## src/rtl/serial_pkg.sv

```systemverilog
// Shared definitions for the bit-serial add/subtract unit: FSM encoding
// and the default operand width.
package serial_pkg;

    localparam int STATE_W       = 2;
    localparam int DEFAULT_WIDTH = 8;

    // Code 2'd3 is never entered; the FSM treats it as a return to IDLE.
    typedef enum logic [STATE_W-1:0] {
        ST_IDLE  = 2'd0,
        ST_SHIFT = 2'd1,
        ST_DONE  = 2'd2
    } state_t;

endpackage

```

## src/rtl/full_adder.sv

```systemverilog
// One-bit full adder cell: the only arithmetic in the serial add/sub unit.
module full_adder (
    input  logic in_a,
    input  logic in_b,
    input  logic in_c,
    output logic c_out,
    output logic sum
);

    assign sum   = in_a ^ in_b ^ in_c;
    assign c_out = (in_a & in_b) | (in_c & (in_a ^ in_b));

endmodule

```

## src/rtl/serial_addsub.sv

```systemverilog
// Bit-serial WIDTH-bit add/subtract unit. Operands are latched on start and
// fed LSB first through a single full_adder, one bit pair per clock. The
// carry is registered between bits. Subtraction is op_a + ~op_b + 1: op_b
// is inverted at load time, and the +1 is the initial carry.
module serial_addsub
    import serial_pkg::*;
#(
    parameter int WIDTH = DEFAULT_WIDTH
) (
    input  logic             clk,
    input  logic             rst_n,
    input  logic             start,
    input  logic             sub,
    input  logic [WIDTH-1:0] op_a,
    input  logic [WIDTH-1:0] op_b,
    output logic             busy,
    output logic             done,
    output logic [WIDTH-1:0] result,
    output logic             c_out,
    output logic             overflow
);

    localparam int               CNT_W    = $clog2(WIDTH);
    localparam logic [CNT_W-1:0] CNT_LOAD = CNT_W'(WIDTH - 1);

    state_t           r_state;
    state_t           w_next_state;
    logic             w_launch;

    logic [WIDTH-1:0] r_a_sr;
    logic [WIDTH-1:0] r_b_sr;
    // Holds the sum bits produced so far. It is one bit narrower than the
    // result because the final sum bit goes straight into the result
    // register and never needs to be stored here.
    logic [WIDTH-2:0] r_acc_sr;
    logic [WIDTH-1:0] w_acc_next;
    logic             r_carry;
    logic [CNT_W-1:0] r_cnt;

    logic [WIDTH-1:0] r_result;
    logic             r_c_out;
    logic             r_overflow;

    logic             w_sum;
    logic             w_cell_cout;

    full_adder u_full_adder (
        .in_a  (r_a_sr[0]),
        .in_b  (r_b_sr[0]),
        .in_c  (r_carry),
        .c_out (w_cell_cout),
        .sum   (w_sum)
    );

    // Accumulator after this bit: the new sum bit enters at the MSB.
    assign w_acc_next = {w_sum, r_acc_sr};

    // Next-state logic and state-decoded status outputs.
    always_comb begin
        // NOTE: every signal gets a default before the case so no path
        // leaves it unassigned, which would otherwise infer a latch.
        w_next_state = r_state;
        w_launch     = 1'b0;
        busy         = 1'b0;
        done         = 1'b0;
        case (r_state)
            ST_IDLE: begin
                if (start) begin
                    w_launch     = 1'b1;
                    w_next_state = ST_SHIFT;
                end
            end
            ST_SHIFT: begin
                busy = 1'b1;
                if (r_cnt == '0) begin
                    w_next_state = ST_DONE;
                end
            end
            ST_DONE: begin
                done = 1'b1;
                // A start seen here relaunches with no idle bubble.
                if (start) begin
                    w_launch     = 1'b1;
                    w_next_state = ST_SHIFT;
                end else begin
                    w_next_state = ST_IDLE;
                end
            end
            default: begin
                w_next_state = ST_IDLE;
            end
        endcase
    end

    // State register.
    always_ff @(posedge clk or negedge rst_n) begin
        // NOTE: sequential state uses non-blocking assignments so every
        // flop samples the values from before this edge.
        if (!rst_n) begin
            r_state <= ST_IDLE;
        end else begin
            r_state <= w_next_state;
        end
    end

    // Operand load, bit-serial shifting, and capture of the final results.
    always_ff @(posedge clk or negedge rst_n) begin
        if (!rst_n) begin
            r_a_sr     <= '0;
            r_b_sr     <= '0;
            r_acc_sr   <= '0;
            r_carry    <= 1'b0;
            r_cnt      <= '0;
            r_result   <= '0;
            r_c_out    <= 1'b0;
            r_overflow <= 1'b0;
        end else if (w_launch) begin
            r_a_sr  <= op_a;
            r_b_sr  <= sub ? ~op_b : op_b;
            r_carry <= sub;
            r_cnt   <= CNT_LOAD;
        end else if (r_state == ST_SHIFT) begin
            r_a_sr   <= r_a_sr >> 1;
            r_b_sr   <= r_b_sr >> 1;
            r_acc_sr <= w_acc_next[WIDTH-1:1];
            r_carry  <= w_cell_cout;
            r_cnt    <= r_cnt - 1'b1;
            if (r_cnt == '0) begin
                r_result   <= w_acc_next;
                r_c_out    <= w_cell_cout;
                // Signed overflow: carry into the MSB differs from carry out.
                r_overflow <= r_carry ^ w_cell_cout;
            end
        end
    end

    assign result   = r_result;
    assign c_out    = r_c_out;
    assign overflow = r_overflow;

endmodule

```

## config.mk

```make
export PLATFORM = sky130hd
export DESIGN_NAME = serial_addsub
export DESIGN_NICKNAME = d
export VERILOG_FILES = /design/src/rtl/serial_pkg.sv /design/src/rtl/full_adder.sv /design/src/rtl/serial_addsub.sv
export SDC_FILE = /design/constraint.sdc
export NUM_CORES = 1
export LEC_CHECK = 0
export BUFFER_PORTS_ARGS = -buffer_cell sky130_fd_sc_hd__clkbuf_2
export CELL_PAD_IN_SITES_DETAIL_PLACEMENT = 0
export CELL_PAD_IN_SITES_GLOBAL_PLACEMENT = 2
export CORE_MARGIN = 10
export CORE_UTILIZATION = 40
export CTS_BUF_LIST = sky130_fd_sc_hd__clkbuf_4 sky130_fd_sc_hd__clkbuf_8 sky130_fd_sc_hd__clkbuf_16
export CTS_CLUSTER_SIZE = 14
export DETAILED_ROUTE_END_ITERATION = 7
export PLACE_DENSITY = 0.87
export SYNTH_ARGS = -nofsm -noshare
export SYNTH_HDL_FRONTEND = slang
export SYNTH_SLANG_ARGS = --single-unit
```

## constraint.sdc

```tcl
create_clock -name clk -period 3.56 [get_ports clk]
set_clock_uncertainty 0.2 [all_clocks]
set_input_delay 0.356 -clock clk [delete_from_list [all_inputs] [get_ports clk]]
set_output_delay 0.356 -clock clk [all_outputs]
set_load 0.01 [all_outputs]
```

==> flow_summary.ini <==
[clock_tree]
cts_tree = yes
cts_buffer_depth = 2
cts_inserted_buffers = 5
hold_buffers = 0
clkLatencyLatePin_ps = 280
cts_resized = 0
root_buffer = clkbuf_8
htree_num_levels = 2
clkTransAtPathRegs_ps = 80
cts_setup_buffers = 0
clock_sinks = 39

[sta]
fin_tns_setup_ps = 0
setup-violations-final = 0
rsz0062_at_grt = no
worst_slew_pin_slew_ps = 945.9
hold_viol_final = 0
relSlewSlack = 0.3694
finalCriticalPeriod_ps = 2152
holdWs_ps = 0.9183
period_share = 0.6046
drv_slew = 0
fmax_mhz = 464.6

[logic_synthesis]
synth_nets = 149
syn-cell-area_um2 = 1747
async_flop_share = 1.000
ys_seq_elements = 39
yosysSeqAreaShare = 0.5587
yosysMostFrequentCell = dfrtp_1
yosys_warnings = 0
syn_inst = 126
syn_area_per_cell_um2 = 13.86
synth_commonest_cells = dfrtp_1, a22o_1, mux2_1
synth_edf_count = 0
synth-main-ff-cell = dfrtp_1
synthTopCellsByArea = dfrtp_1, mux2_4, mux2_1
yosysTopAreaCellShare = 0.5587
synth_top_area_cell = dfrtp_1
synth_cell_types = 27

[setup_path]
endpoint_kind = primary output
start_kind = flip-flop
crit_type = flip-flop to primary output
required_ps = 3000
crit_arrival_ps = 1600
critPathMaxFanout = 30

[global_routing]
grt-ovfl-total = 0
antenna_found_initial = 0
globalRouteTotalUtil = 0.08894
grt_pass1_wl_mm = 5.395
grt_max_degree = 40
grt_pass1_vias = 1177

[floorplanning]
dieArea_um2 = 7410
initial_core_util = 0.4244
fp.dieW_um = 86.08
io_pins = 32
core_um2 = 4115
row_count = 23
fp.dieH_um = 86.08

[place]
gp_congestion = 0.7409
dp_hpwl_mm = 2.275
port_buffers = 31

[route]
drtIter0Drc = 82
dr.pass1.iters = 4
antenna_left = 0
wl_mm = 3.162
drt-vias-per-instance = 5.227
vias = 1082
wl_per_cell_um = 15.28
route.detailed.drc = 0

[cells_and_area]
nFillCells = 386
nNetsFinal = 179
drive_gt1_frac = 0.3185
syn_to_final_growth_pct = 15.19
diodes = 0

[power_and_ir_drop]
power_leakage_nw = 1.003
power-per-cell-area_nw_per_um2 = 904.5
vdd_drop_max_v = 0.0003992

[hold_path]
min_path_type = input port to async pin

[job]
cap_violations = 0

[outcome]
status = complete, no violations
==> report_power, final <==
| group | internal (mW) | total (mW) | switching, mW |
|---|---|---|---|
| logic | 0.357 | 0.668 | 0.311 |
| clock network | 0.227 | 0.371 | 0.145 |
| registers | 0.653 | 0.780 | 0.127 |
==> critical path, stage by stage, from the launching register on <==
cell	delay (ps)
dfrtp_1	390
nor2b_4	650
clkbuf_2	260
==> registers in the layout, summed over array words and instances, names as in the netlist <==
register and flops:
r_a_sr 8, r_b_sr 8, result 8, r_acc_sr 7
r_cnt 3, r_state 2, c_out 1, overflow 1
r_carry 1
==> cell usage in the layout, fill, tap and decap left out, drive strengths merged, types with 2 or more instances in the layout <==
cell type and n:
dfrtp 39, clkbuf 37, mux2 16, a22o 10
nor2 9, a21o 8, xnor2 8, a221o 7
inv 3, a21oi 3, o21ai 2, ha 2
nor2b 2
==> kinds of logic (layout without fill, tap and decap cells) <==
family / count (synthesis) / count (layout) / share of synthesized area
AOI/OAI and AO/OA: 31 / 31 / 0.1433
buffers and inverters: 11 / 42 / 0.04656
xor gates and xnor gates: 9 / 9 / 0.04513
DFF: 39 / 39 / 0.5587
adders and majority gates: 3 / 3 / 0.02579
and+or+nand+nor: 17 / 17 / 0.06232
muxes: 16 / 16 / 0.1182
==> path summary, 6_finish.rpt <==
kind                                        startpoint                     to  slack [ps]  cells past startpoint
worst max-delay path            r_state[0]$_DFFE_PN0P_                   busy        1410                      2
worst min-delay path                             rst_n  result[4]$_DFFE_PN0P_         0.9                      1
worst max register to register  r_state[0]$_DFFE_PN0P_  r_b_sr[5]$_DFFE_PN0P_        1630                      3
worst min register to register    r_cnt[0]$_DFFE_PN0P_   r_cnt[0]$_DFFE_PN0P_         280                      1
max in group asynchronous                        rst_n  r_a_sr[4]$_DFFE_PN0P_        2560                      1
min in group clk                               op_a[7]  r_a_sr[7]$_DFFE_PN0P_         100                      2
==> layout make-up <==
type | instances | area (um2) | share of cell area
Inverter | 3 | 11.26 | 0.005597
Clock buffer | 6 | 82.58 | 0.04104
Multi-Input combinational cell | 76 | 689.4 | 0.3427
Clock inverter | 2 | 35.03 | 0.01741
Tap cell | 50 | 62.56 | 0.03109
Timing Repair Buffer | 31 | 155.1 | 0.07711
Sequential cell | 39 | 975.9 | 0.4851
==> layer usage <==
metal / routed length (um) / up-vias / track usage
li1: - / 507 / -
met1: 1347 / 536 / 0.09775
met2: 1499 / 33 / 0.1440
met3: 275 / 6 / 0.04541
met4: 40 / 0 / 0.03144
met5: 0 / - / 0
==> metrics by stage <==
stage               area (um2)  utilization  std cells  total power [mW]  setup WS (ps)
CTS                       2012       0.4889        207             1.854           1378
floorplan                 1747            -        126             1.316           1949
finish                    2012       0.4889        207             1.820           1408
global placement          1894       0.4603        199             1.429           1704
global route              2012       0.4889        207             1.957           1309
detailed placement        1894       0.4603        199             1.471           1613
Note: power is estimated with default switching activity, not from simulation.
